<file path="src/rtl/mem_access_ctrl.sv">
// rtl/mem_access_ctrl.sv - control-unit to wait-state RAM access sequencer with hold
//
// Turns single-cycle read/write strobes from the control unit into timed
// accesses on a synchronous RAM with WAIT_CYCLES wait states, freezing the
// control unit through hold until the access completes.
//
// Parameters:
//   ADDR_W       address width
//   DATA_W       data width
//   WAIT_CYCLES  RAM wait states per access (0..15)
//   ACC_CNT_RST  value acc_cnt takes on reset (0 for normal instances)
//
// Ports:
//   clk        system clock
//   rst        synchronous active-high reset
//   rd_req     memory-read strobe
//   wr_req     memory-write strobe
//   addr       access address
//   wdata      write data
//   rdata      last read data, registered
//   hold       freeze control unit while high
//   mem_en     RAM enable, registered
//   mem_we     RAM write enable, registered, qualified by mem_en
//   mem_addr   RAM address, registered
//   mem_wdata  RAM write data, registered
//   mem_rdata  RAM read data, valid in the last ACCESS cycle
//   err        sticky error: both strobes seen together in IDLE
//   acc_cnt    completed-access counter, wraps
module mem_access_ctrl #(
    parameter int          ADDR_W      = 16,
    parameter int          DATA_W      = 8,
    parameter int          WAIT_CYCLES = 2,
    parameter logic [15:0] ACC_CNT_RST = 16'h0000
) (
    input  logic              clk,
    input  logic              rst,
    input  logic              rd_req,
    input  logic              wr_req,
    input  logic [ADDR_W-1:0] addr,
    input  logic [DATA_W-1:0] wdata,
    output logic [DATA_W-1:0] rdata,
    output logic              hold,
    output logic              mem_en,
    output logic              mem_we,
    output logic [ADDR_W-1:0] mem_addr,
    output logic [DATA_W-1:0] mem_wdata,
    input  logic [DATA_W-1:0] mem_rdata,
    output logic              err,
    output logic [15:0]       acc_cnt
);

    typedef enum logic [1:0] {
        IDLE   = 2'd0,
        ACCESS = 2'd1,
        DONE   = 2'd2
    } state_t;

    localparam logic [3:0] WAIT_INIT = 4'(WAIT_CYCLES);

    state_t     state;
    state_t     state_nxt;
    logic [3:0] cnt;
    logic       start_acc;
    logic       finish_acc;
    logic       conflict;

    always_comb begin
        state_nxt  = state;
        hold       = 1'b0;
        start_acc  = 1'b0;
        finish_acc = 1'b0;
        conflict   = 1'b0;
        case (state)
            IDLE: begin
                // Combinational so the control unit stalls on the same edge
                // that captures the request.
                hold = rd_req ^ wr_req;
                if (rd_req && wr_req) begin
                    conflict = 1'b1;
                end else if (rd_req ^ wr_req) begin
                    start_acc = 1'b1;
                    state_nxt = ACCESS;
                end
            end
            ACCESS: begin
                hold = 1'b1;
                if (cnt == 4'd0) begin
                    finish_acc = 1'b1;
                    state_nxt  = DONE;
                end
            end
            DONE: begin
                // One dead cycle lets the control unit advance past the
                // strobe that is still asserted, so it cannot re-trigger.
                state_nxt = IDLE;
            end
            default: state_nxt = IDLE;
        endcase
        if (rst) begin
            hold = 1'b0;
        end
    end

    always_ff @(posedge clk) begin
        if (rst) begin
            state     <= IDLE;
            cnt       <= 4'd0;
            rdata     <= '0;
            mem_en    <= 1'b0;
            mem_we    <= 1'b0;
            mem_addr  <= '0;
            mem_wdata <= '0;
            err       <= 1'b0;
            acc_cnt   <= ACC_CNT_RST;
        end else begin
            state <= state_nxt;
            if (conflict) begin
                err <= 1'b1;
            end
            // mem_we doubles as the latched operation type for the access.
            if (start_acc) begin
                mem_addr  <= addr;
                mem_wdata <= wdata;
                mem_en    <= 1'b1;
                mem_we    <= wr_req;
                cnt       <= WAIT_INIT;
            end
            if (state == ACCESS && cnt != 4'd0) begin
                cnt <= cnt - 4'd1;
            end
            if (finish_acc) begin
                if (!mem_we) begin
                    rdata <= mem_rdata;
                end
                mem_en  <= 1'b0;
                mem_we  <= 1'b0;
                acc_cnt <= acc_cnt + 16'd1;
            end
        end
    end

endmodule

</file>
<file path="config.mk">
export PLATFORM = sky130hd
export DESIGN_NAME = mem_access_ctrl
export DESIGN_NICKNAME = d
export VERILOG_FILES = /design/src/rtl/mem_access_ctrl.sv
export SDC_FILE = /design/constraint.sdc
export NUM_CORES = 1
export LEC_CHECK = 0
export ABC_AREA = 1
export CAP_MARGIN = 40
export CORE_ASPECT_RATIO = 1.2
export CORE_UTILIZATION = 40
export CTS_CLUSTER_SIZE = 12
export DETAILED_ROUTE_END_ITERATION = 10
export PLACE_DENSITY_LB_ADDON = 0.15
export REMOVE_ABC_BUFFERS = 1
export SYNTH_ARGS = -nofsm -noshare
export SYNTH_HDL_FRONTEND = slang
export SYNTH_SLANG_ARGS = --single-unit
export TNS_END_PERCENT = 10
</file>
<file path="constraint.sdc">
create_clock -name clk -period 1.9 [get_ports clk]
set_clock_uncertainty 0.2 [all_clocks]
set_input_delay 0.57 -clock clk [delete_from_list [all_inputs] [get_ports clk]]
set_output_delay 0.57 -clock clk [all_outputs]
set_load 0.005 [all_outputs]
</file>
After elaboration in Yosys (flattened, before gate mapping)
Cells that the tools add are included.
{"block": "op_classes", "addsub": 2, "n_mul": 0, "div": 0, "magnitude_cmp": 0, "eq_ne": 4, "shifts": 0, "mux": 15, "n_bitwise": 2, "reduce_logical": 9}
{"operator": "$add A16 B1 Y16 const B", "count": 1}
{"operator": "$mux W1", "count": 8}
{"operator": "$mux W4", "count": 2}
{"operator": "$mux W2", "count": 3}
{"operator": "$ne A2 B2 Y1 const B", "count": 3}
{"operator": "$logic_not A4 Y1", "count": 1}
{"operator": "$pmux W2 S2", "count": 1}
{"operator": "$reduce_bool A4 Y1", "count": 1}
{"operator": "$sub A4 B1 Y4 const B", "count": 1}
{"operator": "$reduce_and A3 Y1", "count": 1}
{"operator": "$eq A2 B1 Y1 const B", "count": 1}
{"operator": "$logic_and A1 B1 Y1", "count": 2}
{"operator": "$logic_not A2 Y1", "count": 1}
{"operator": "$pmux W1 S2", "count": 1}
{"operator": "$reduce_and A2 Y1", "count": 1}
{"operator": "$reduce_bool A2 Y1", "count": 1}
{"operator": "$reduce_or A2 Y1", "count": 1}
{"operator": "$not A1 Y1", "count": 1}
{"operator": "$xor A1 B1 Y1", "count": 1}
{"block": "totals", "ff_bits": 57, "latch_bits": 0, "mem_bits_rw": 0, "romBits": 0, "in_bits": 36, "output_inout_bits": 52, "word_cells": 41, "n_memories": 0}

Depth between registers and ports, before layout
{"block": "logic_depth", "depth_word": 6, "ltp_mapped": 9, "ltp_nobuf": 9}

Worst setup path after synthesis
Ideal clock, no wire load.
{"block": "synth_timing", "path_type": "in2out", "start": "input rd_req", "end": "output hold", "t_arrival_ns": 1.255, "required_time_ns": 1.130, "slack_ns": -0.125, "path_stages": 4, "path_buffers": 1, "path_cell_list": "ha_1 > nand2_2 > buf_2 > a21oi_1"}
{"block": "synth_between", "elab_chain_cells": 3}
{"element": "from (decl)", "line": "37", "text": "input logic rd_req,"}
{"element": "$xor A1 B1 Y1", "line": "77", "text": "hold = rd_req ^ wr_req;"}
{"element": "$pmux W1 S2", "line": "73", "text": "case (state)"}
{"element": "$mux W1", "line": "99", "text": "if (rst) begin"}
{"element": "to (decl)", "line": "42", "text": "output logic hold,"}
No other way between the ends.

Final worst setup path
Same ends and word-level chain as after synthesis.

==> reports/results.ini <==
[clocking]
cts_buffers = 9
clkLatencyLatePin_ns = 0.33
htreeDepth = 3
cts_root_buffer = clkbuf_8
cts.clk_slew.worst_paths_ns = 0.06
cts_tree = done
hold_buffers = 0
clockBufferDepth = 2
cts.sinks = 57

[setup_path]
required_ns = 1.13
critPathTopFamily = adder cells
crit_buf_inv = 2
path_max_fanout = 2
crit_path_max_incr_delay_ns = 0.26
crit_type = in -> out
cp.arrival_ns = 1.20
cp-end-kind = output pin
path_cells = buf_6, ha_4, nand2_4, a21oi_2, buf_2
critPathLaunchType = input port
crit_path_top_delay_cell = ha_4

[placed_design]
dp_cells = 494
gp_congestion = 0.879
hpwl_um = 4040
dpl_cell_area_um2 = 3380
port_buffers = 87
pre_cts_ws_ns = -0.892

[route]
wl_per_cell_um = 11.1
drc = 0
vias_per_cell = 4.68
initialDrtViolationCount = 93
routed_wirelength_um = 5660
drt.antenna.violating_nets = 0
firstDrtPassIters = 4
vias = 2393

[synth]
yosys_warnings = 0
synth.avg_cell_area_um2 = 7.30
syn_inst = 327
synth.ff_latch_count = 57
yosysSeqAreaShare = 0.478
yosys.cell_types.count = 25
syn_area_um2 = 2390

[sta]
worstMarginPinSlew_ns = 0.430
rsz0062_at_grt = yes
setup-violations-final = 1
maxSlewHeadroom = 0.713
period_minus_slack_ns = 1.97
fin_tns_setup_ns = -0.0700
finalMaxSlewViolations = 0
hold_viol = 0
max_freq_mhz = 508
min_period_over_period = 1.04
fin_ws_ns = -0.0700

[power_and_ir_drop]
p_leak_nw = 1.67
p_per_area_nw_per_um2 = 839
finalPower_w = 0.00299
vdd_drop_max_mv = 0.489

[final_layout]
mostFrequentLayoutCell = nor2_1
layout_common_cells = nor2_1 (83), dlygate4sd2_1 (51), nand2_1 (50)
area_growth_pct = 49.4
final_cells = 511
final_nets = 465
fin_area_um2 = 3560
diodes = 0
drive_gt1_frac = 0.137

[global_route]
grt_pass1_vias = 2229
track_usage = 0.197
grt_max_degree = 28
grt_first_pass_wirelength_um = 9540
grt-ovfl-total = 0
antenna_found_initial = 0

[die]
rows = 30
start_util = 0.418
die_y_um = 86.6
core_um2 = 5710
die_area_um2 = 6280
die_w_um = 72.5
io_pins = 88

[status]
status = finished, violations left
violations = setup timing

[job]
cap_violations = 0

[worst_hold_path]
min_path_type = reg -> reg

-- metal layers --
layer	wire (µm)	share of wire	track usage	vias up
li1	-	-	-	1246
met1	2400	0.42	0.219	1066
met2	2690	0.48	0.325	71
met3	467	0.083	0.0814	10
met4	94	0.017	0.0909	0
met5	0	0	0	-
-- flip-flops by register name, summed over array words and instances (netlist names) --
signal     cells
mem_wdata      8
mem_en         1
state          2
acc_cnt       16
rdata          8
cnt            4
mem_addr      16
err            1
mem_we         1
-- stage by stage --
| step | hold WS, ns | utilization |
|---|---|---|
| global placement | 0.234 | 0.593 |
| finish | 0.246 | 0.625 |
| CTS | 0.250 | 0.624 |
| floorplan | 0.225 | - |
| global route | 0.273 | 0.625 |
| detailed placement | 0.241 | 0.593 |
-- cell usage after synthesis --
library cell	instances	share of area
inv_1	27	0.042
nor3_1	2	0.0042
inv_2	1	0.0016
buf_6	1	0.0047
mux2i_1	1	0.0042
nand2_1	50	0.079
a211oi_1	1	0.0031
nand3b_1	1	0.0031
clkinv_1	1	0.0016
nand3_1	18	0.038
nand2_2	2	0.0052
nor2_2	3	0.0079
nand3_2	2	0.0084
buf_4	2	0.0063
nand4_1	8	0.021
dfxtp_1	57	0.48
ha_1	3	0.016
a21oi_1	21	0.044
buf_2	2	0.0042
xnor2_1	2	0.0073
nor2_1	84	0.13
o21ai_0	29	0.061
nor2_4	2	0.0094
clkbuf_1	6	0.0094
nor2_8	1	0.0084
-- worst paths after layout --
check                           startpoint       end  slack, ns  cells past startpoint
worst max-delay path                rd_req      hold      -0.07                      5
worst min-delay path                cnt[0]    cnt[0]       0.25                      1
worst max register to register      cnt[0]  rdata[4]       0.18                      7
worst min register to register      cnt[0]    cnt[0]       0.25                      1
-- logic make-up (layout without fill, tap and decap cells) --
family,Yosys count,count (layout),synth area share
xor gates and xnor gates,2,2,0.00734
AOI/OAI and AO/OA,51,51,0.108
adders and majority gates,3,3,0.0157
muxes,1,1,0.00420
buffers and inverters,40,144,0.0703
and+or+nand+nor,173,173,0.316
DFF,57,57,0.478
-- worst reg2reg max path, stage by stage, from the launching register on --
cell	delay (ns)
dfxtp_1	0.32
inv_1	0.07
ha_1	0.23
nand2_2	0.12
nor2_8	0.24
nand2_1	0.25
nand2_1	0.12
a21oi_1	0.06
-- where the power goes --
| part | leakage [nW] | switching [W] | total (W) | internal, W |
|---|---|---|---|---|
| Sequential | 0.475 | 0.0000538 | 0.00135 | 0.00130 |
| Clock | 0.0974 | 0.000453 | 0.00109 | 0.000639 |
| Combinational | 1.10 | 0.000277 | 0.000545 | 0.000268 |
-- cell type report --
type,count,area [µm²]
inverter,29,109
clock buffer,13,149
multi-input combinational,230,1100
fill,557,2140
clock inverter,3,40.0
timing repair buffer,99,901
sequential,57,1160
tap,80,100
-- repair_timing --
action,4_1_cts,5_1_grt
pin swaps,3,1
gates resized for setup,89,1
hold endpoints to repair,0,0
buffers inserted,1,0
setup endpoints to repair,82,2
Power figures use the tool's default switching activity.
